`config.mk`:
```
export PLATFORM = sky130hd
export DESIGN_NAME = des_round_sequencer
export DESIGN_NICKNAME = d
export VERILOG_FILES = /design/src/rtl/des_round_sequencer.sv
export SDC_FILE = /design/constraint.sdc
export NUM_CORES = 1
export LEC_CHECK = 0
export CAP_MARGIN = 10
export CELL_PAD_IN_SITES_DETAIL_PLACEMENT = 1
export CELL_PAD_IN_SITES_GLOBAL_PLACEMENT = 1
export CORE_MARGIN = 5
export CORE_UTILIZATION = 32
export DETAILED_ROUTE_END_ITERATION = 10
export HOLD_SLACK_MARGIN = 0.06
export MAX_ROUTING_LAYER = met4
export PLACE_DENSITY_LB_ADDON = 0.1
export SLEW_MARGIN = 20
export SYNTH_ARGS = -nofsm -noshare
export SYNTH_HDL_FRONTEND = slang
export SYNTH_SLANG_ARGS = --single-unit
```
`constraint.sdc`:
```
create_clock -name clk -period 2.41 [get_ports clk]
set_clock_uncertainty 0.1 [all_clocks]
set_input_delay 0.6025 -clock clk [delete_from_list [all_inputs] [get_ports clk]]
set_output_delay 0.6025 -clock clk [all_outputs]
set_load 0.005 [all_outputs]
```
`src/rtl/des_round_sequencer.sv`:
```
// rtl/des_round_sequencer.sv - DES round control FSM: load, 16 rounds, final swap, done handshake.
// Optional DES_SINGLE_STEP_EN adds a step input that gates each round and the final step.
module des_round_sequencer #(
  parameter int ROUNDS = 16,
  parameter int IDX_W  = 4
) (
  input  logic             clk,
  input  logic             rst,
  input  logic             start,
  input  logic             decrypt,
  input  logic             text_ready,
  input  logic             key_ready,
  input  logic             clear,
  input  logic             ack,
`ifdef DES_SINGLE_STEP_EN
  input  logic             step,
`endif
  output logic             load_en,
  output logic             round_en,
  output logic [IDX_W-1:0] round_idx,
  output logic [1:0]       shift_amt,
  output logic             shift_left,
  output logic             final_en,
  output logic             done,
  output logic             busy,
  output logic [2:0]       state
);

  localparam logic [2:0] S_IDLE    = 3'd0;
  localparam logic [2:0] S_LOAD    = 3'd1;
  localparam logic [2:0] S_ROUND   = 3'd2;
  localparam logic [2:0] S_FINAL   = 3'd3;
  localparam logic [2:0] S_DONE    = 3'd4;
  localparam logic [2:0] S_RELEASE = 3'd5;

  localparam logic [IDX_W-1:0] LAST_IDX = IDX_W'(ROUNDS - 1);

  logic [2:0]       state_q, state_d;
  logic [IDX_W-1:0] idx_q, idx_d;
  logic             dec_q, dec_d;
  logic             start_q;
  logic             start_rise;
  logic             step_ok;

  assign start_rise = start & ~start_q;

`ifdef DES_SINGLE_STEP_EN
  logic step_q, step_d;
  logic step_fire_q, step_fire_d;

  always_comb begin
    step_d      = step;
    step_fire_d = step & ~step_q;
  end

  always_ff @(posedge clk or negedge rst) begin
    if (!rst) begin
      step_q      <= 1'b0;
      step_fire_q <= 1'b0;
    end else begin
      step_q      <= step_d;
      step_fire_q <= step_fire_d;
    end
  end

  // Rounds and the final step advance only in the cycle after a step edge.
  assign step_ok = step_fire_q;
`else
  assign step_ok = 1'b1;
`endif

  always_comb begin
    state_d = state_q;
    idx_d   = idx_q;
    dec_d   = dec_q;
    case (state_q)
      S_IDLE: begin
        if (start_rise && text_ready && key_ready) begin
          dec_d   = decrypt;
          state_d = S_LOAD;
        end
      end
      S_LOAD: begin
        idx_d   = '0;
        state_d = S_ROUND;
      end
      S_ROUND: begin
        if (step_ok) begin
          if (idx_q == LAST_IDX) begin
            state_d = S_FINAL;
          end else begin
            idx_d = idx_q + IDX_W'(1);
          end
        end
      end
      S_FINAL: begin
        if (step_ok) begin
          state_d = S_DONE;
        end
      end
      S_DONE: begin
        if (ack) begin
          state_d = S_RELEASE;
        end else if (!(text_ready && key_ready)) begin
          state_d = S_IDLE;
        end
      end
      S_RELEASE: begin
        // Hold here until the operator lets go, so a held start cannot re-trigger.
        if (!ack && !start) begin
          state_d = S_IDLE;
        end
      end
      default: state_d = S_IDLE;
    endcase
    if (clear) begin
      state_d = S_IDLE;
    end
    if (state_d == S_IDLE) begin
      idx_d = '0;
    end
  end

  always_ff @(posedge clk or negedge rst) begin
    if (!rst) begin
      state_q <= S_IDLE;
      idx_q   <= '0;
      dec_q   <= 1'b0;
      start_q <= 1'b0;
    end else begin
      state_q <= state_d;
      idx_q   <= idx_d;
      dec_q   <= dec_d;
      start_q <= start;
    end
  end

  always_comb begin
    load_en  = (state_q == S_LOAD) && !clear;
    round_en = (state_q == S_ROUND) && step_ok && !clear;
    final_en = (state_q == S_FINAL) && step_ok && !clear;
    done     = (state_q == S_DONE);
    busy     = (state_q == S_LOAD) || (state_q == S_ROUND) || (state_q == S_FINAL);
  end

  // Key-schedule rotation; decrypt skips the rotate on the first round.
  always_comb begin
    shift_amt  = 2'd0;
    shift_left = 1'b1;
    if (round_en) begin
      shift_left = ~dec_q;
      if (idx_q == IDX_W'(1) || idx_q == IDX_W'(8) || idx_q == IDX_W'(15)) begin
        shift_amt = 2'd1;
      end else if (idx_q == IDX_W'(0)) begin
        shift_amt = dec_q ? 2'd0 : 2'd1;
      end else begin
        shift_amt = 2'd2;
      end
    end
  end

  assign round_idx = idx_q;
  assign state     = state_q;

endmodule

```
[Word-level counts from Yosys, hierarchy flattened]
Cells that the tools add are included.
Storage, ports and cells
  input bits: 8
  output and inout port bits: 15
  word-level logic and storage cells: 52
  bits in registers: 9
Operators by class
  multiplexer cells: 15
  add/subtract/negate cells: 1
  bitwise logic cells: 3
  eq/ne operators: 9
  reductions and logical operators: 20
Operators by type and width (number)
  $mux 3: 6
  $pmux 3 s6: 1
  $eq 4x4->1 const B: 2
  $mux 4: 2
  $pmux 4 s2: 1
  $logic_and 1x1->1: 7
  $eq 3x2->1 const B: 2
  $eq 3x3->1 const B: 2
  $logic_not 3->1: 2
  $mux 2: 3
  $add 4x1->4 const B: 1
  $eq 4x1->1 const B: 1
  $logic_not 4->1: 1
  $logic_or 1x1->1: 4
  $reduce_and 2->1: 2
  $eq 3x1->1 const B: 1
  $logic_not 1->1: 3
  $ne 3x3->1 const B: 1
  $reduce_bool 3->1: 1
  $mux 1: 2
  $not 1->1: 2
  $and 1x1->1: 1

[Longest topological paths before layout]
Gate-level depths: netlist of the first run.
  word-level depth: 10
  depth in mapped cells: 6
  gate-level depth less buffers: 6

[Worst setup path after synthesis of the first run]
OpenSTA, ideal clock, no wires.
  path type: register to output
  from: register state_q[0] (netlist: state[0])
  to: output port shift_amt[1]
  buffers on the path: 1
  data arrival time: 1.260 ns
  data required time: 1.707 ns
  path slack: 0.448 ns
  stages on the path, launching flop included: 6
  cells stage by stage: dfrtp_1 > buf_6 > nor2_1 > nand2_1 > or2_2 > nor3_1
On the way
  cells in the longest elaborated chain, start to end: 3
RTL lines
  from (decl): line 38  | logic [2:0] state_q, state_d;
  from (signal assigned): line 131  | state_q <= state_d;
  $eq 3x2->1: line 140  | round_en = (state_q == S_ROUND) && step_ok && !clear;
  $logic_and 1x1->1: line 140
  $mux 2: line 150  | if (round_en) begin
  to (decl): line 21  | output logic [1:0] shift_amt,
Every way passes these cells.

[Worst setup path after layout of the first run]
  from: register idx_q[0] (netlist: round_idx[0])
  to: output port shift_amt[0]
On the way
  cells in the longest elaborated chain, start to end: 5
RTL lines
  from (decl): line 39  | logic [IDX_W-1:0] idx_q, idx_d;
  from (signal assigned): line 132  | idx_q <= idx_d;
  $eq 4x1->1 / $eq 4x4->1 (equally long branches): line 152  | if (idx_q == IDX_W'(1) || idx_q == IDX_W'(8) || idx_q == IDX_W'(15)) begin
  $logic_or 1x1->1 (2 in series): line 152
  $mux 2 *: line 152
  $mux 2 *: line 150
Every way passes the cells marked *; elsewhere a longest branch is shown, timed or not.

==> results by group, run 1 <==
Route
  • Routed vias/inst: 5.27
  • Vias: around 760
  • First-pass iteration count of the detailed router: 4
  • WL final: 2120 um
  • Post-DR wirelength/cell: 14.6 um
  • Drc violations: 0
  • Starting DRT DRC Count: 5
  • DRT antenna net count: 0

Placed design
  • Placer congestion estimate: between 0.7 and 0.8
  • Placed wire-length estimate: 1600 um
  • I/O Buffers: 22
  • DP Area: 997 um^2
  • Inst Count DP: between 100 and 150

Layout
  • Diode count: 0
  • Layout area overhead: 50.5%
  • Footprint of the multi-input gates: 458 um^2
  • Nets@finish: 129
  • FILL cells: 263
  • Design Area, Final: 1060 um^2
  • Final Non-Filler Cells: around 150
  • Sequential cell area: 228 um^2
  • Final core occ: 49.4%
  • Share of cells above drive strength 1: about a quarter

Synth
  • Main combinational cell family by area after synthesis: simple AND/OR/NAND/NOR gates
  • Post-synthesis simple-gate area fraction: 28.0%
  • Adder-cell share of the synthesized area: 5.32%
  • Post-synthesis mux area share: 3.01%
  • Post-synthesis register bit count: 9
  • Top post-synthesis cells by area: dfrtp_1 (32%), a21oi_1 (7.8%), ha_1 (5.3%)
  • Synth area leader: dfrtp_1
  • Register area share after synthesis: 31.9%
  • Syn Area/Cell: 8.21 um^2
  • Yosys warnings: 0
  • Area fraction in compound gates after synthesis: roughly a quarter
  • Xor and xnor area share after synthesis: under 10%
  • Area of the mapped netlist: about 700 um^2
  • Distinct cells, synth: 34
  • Top-area cell type share of the netlist area: 31.9%
  • Net Count, Synth: 97
  • Post-Synthesis Cells: 86

Timing
  • RSZ-0062 raised after global routing: no
  • Minimum clock period: 2260 ps
  • Final setup viols: 0
  • Ratio of final minimum period to clock period: 93.9%
  • Count of final hold-check violations: 0
  • Worst slew margin: around 72%
  • Worst-margin pin slew: 425 ps
  • Slew Viols, Final: 0
  • Fmax: between 400 and 500 MHz

Die
  • Die W: 57.0 um
  • Starting Density: about a third
  • # rows: 17
  • Core ar.: 2150 um^2
  • Top-level I/O count: 23
  • Die Area: 3240 um^2
  • DIE HEIGHT: 57.0 um

Critical path
  • Worst Path Required: approximately 1700 ps
  • Max Fanout on Critical Path: 5
  • Worst Setup SP: round_idx[0]
  • Startpoint type of the worst setup path: flip-flop
  • Kind of end point of the critical path: output pin
  • Worst reg2reg path startpoint: round_idx[0]
  • Critical Path AT: 1560 ps
  • WS Path Type: reg2out

CTS
  • CTS tree: built
  • Worst-skew pair later-pin latency: 270 ps
  • Hold bufs inserted after CTS: 0
  • Number of CTS-inserted buffers: 3
  • Clk slew on worst S/H paths: about 60 ps
  • Root buffer cell: clkbuf_4
  • CTS Sinks: 9
  • H-tree depth: 1
  • Clock buffer depth: 2

Outcome
  • Status: finished clean

GRT
  • Grt total ovfl: 0
  • Total track usage: 14.8%
  • Initial antenna violation count: 0
  • First-pass GRT wire length: between 3000 and 4000 um
  • Vias in the first global route: approximately 790
  • Largest net degree at the start of global routing: 18

Job
  • Max_cap viols: 0

Hold path
  • Hold WC Path Type: reg2reg
  • Worst hold start: dec_q

Power
  • Pwr/cell area: around 320 nW/um^2
  • Final Power: 0.000339 W
  • Max VDD drop: 0.287 mV
  • Total leakage power: 0.474 nW
-- worst max-delay path: stages (launching register included) --
cell           delay [ps]
dfrtp_2               440
ha_2                  220
nand2_2               100
o21ai_1                70
a21oi_1               160
nor2_1                 50
dlygate4sd2_1         250
-- cell type report --
class,count,share of cell area (%)
Clock buffer,4,2.47
Inverter,5,1.77
Multi-Input combinational cell,66,43.1
Sequential cell,9,21.4
Tap cell,28,3.30
Timing Repair Buffer,33,27.9
-- metal layers --
metal / GRT usage, % / part of all wire (%) / wire (um)
met1: 18.8 / 46 / 976
met5: - / 0 / 0
met2: 23.2 / 48 / 1020
met4: 5.96 / 1.4 / 29
met3: 2.94 / 4.1 / 87
-- cells by family (layout without fill, tap and decap cells) --
logic type / Yosys count / after routing
and+or+nand+nor: 34 / 34
AOI/OAI and AO/OA: 26 / 26
adders and majority gates: 3 / 3
DFF: 9 / 9
xor gates and xnor gates: 1 / 1
muxes: 2 / 2
buffers and inverters: 11 / 42
-- layout by cell type, fill, tap and decap left out, types with 3 or more instances in the layout --
master            n
dfrtp_1           7
o21ai_0           4
dlygate4sd2_1     3
a21oi_1          11
and3_1            3
clkbuf_4          3
nor2_1            7
nand2_1           5
inv_1             4
and2_1            3
buf_4             9
nand2b_1          3
clkdlybuf4s50_1  14
-- synth_stat cells --
cell type   n
nand2_1     6
o21bai_1    1
nor2b_1     1
o221ai_1    1
nor2_1      7
and3_1      3
xnor2_1     1
nor3b_1     1
nand3_1     1
or4b_4      1
a221o_1     1
buf_2       1
inv_1       5
ha_1        3
mux2_1      1
a211oi_1    2
nand2b_1    3
dfrtp_1     9
nor4b_1     1
a21oi_1    11
o21ai_0     5
nor3_1      3
buf_6       1
o31ai_2     1
clkbuf_1    4
and2_1      3
and4b_1     1
mux2i_1     1
nor3_2      1
a22oi_1     2
a32o_1      1
a31oi_1     1
nor4bb_1    1
or2_2       1
-- state kept, by name (all words and copies together) (netlist names) --
name       count
start_q        1
state          3
round_idx      4
dec_q          1
-- stage by stage --
stage               setup TNS (ps)  hold slack (ps)  setup WS [ps]
floorplan                        0              207            448
global placement             -1610              436           -342
detailed placement           -1800              433           -369
CTS                          -6.71              450          -6.71
global route                     0              471           28.9
finish                           0              441            147
-- where the power goes --
group / internal [W] / switching [W] / total, W
sequential: 0.000157 / 0.00000463 / 0.000161
combinational: 0.0000309 / 0.0000235 / 0.0000544
clock: 0.0000641 / 0.0000591 / 0.000123
total: 0.000252 / 0.0000872 / 0.000339
-- worst paths after layout --
path,end,slack (ps),depth (start not counted)
setup / recovery,shift_amt[0],150,6
hold reg to reg,dec_q,440,1
min in group asynchronous,start_q,540,1
hold / removal,dec_q,440,1
setup reg to reg,round_idx[0],500,5
max in group asynchronous,state[1],1350,1
-- repair_timing --
action / 4_1_cts / 5_1_grt
endpoints found under the setup margin: 6 / 7
endpoints found under the hold margin: 0 / 0
pin swaps: 1 / 0
resized for setup: 15 / 14
buffers inserted: 0 / 2
(Power assumes the default switching activity.)
==> inputs of run 2 (changes only) <==
--- a/config.mk
+++ b/config.mk
@@ -14,7 +14,6 @@
 export HOLD_SLACK_MARGIN = 0.06
 export MAX_ROUTING_LAYER = met4
 export PLACE_DENSITY_LB_ADDON = 0.1
-export SLEW_MARGIN = 20
 export SYNTH_ARGS = -nofsm -noshare
 export SYNTH_HDL_FRONTEND = slang
 export SYNTH_SLANG_ARGS = --single-unit
==> results of run 2 <==
Same layout as run 1: the final DEF is identical, and so are final timing and power.
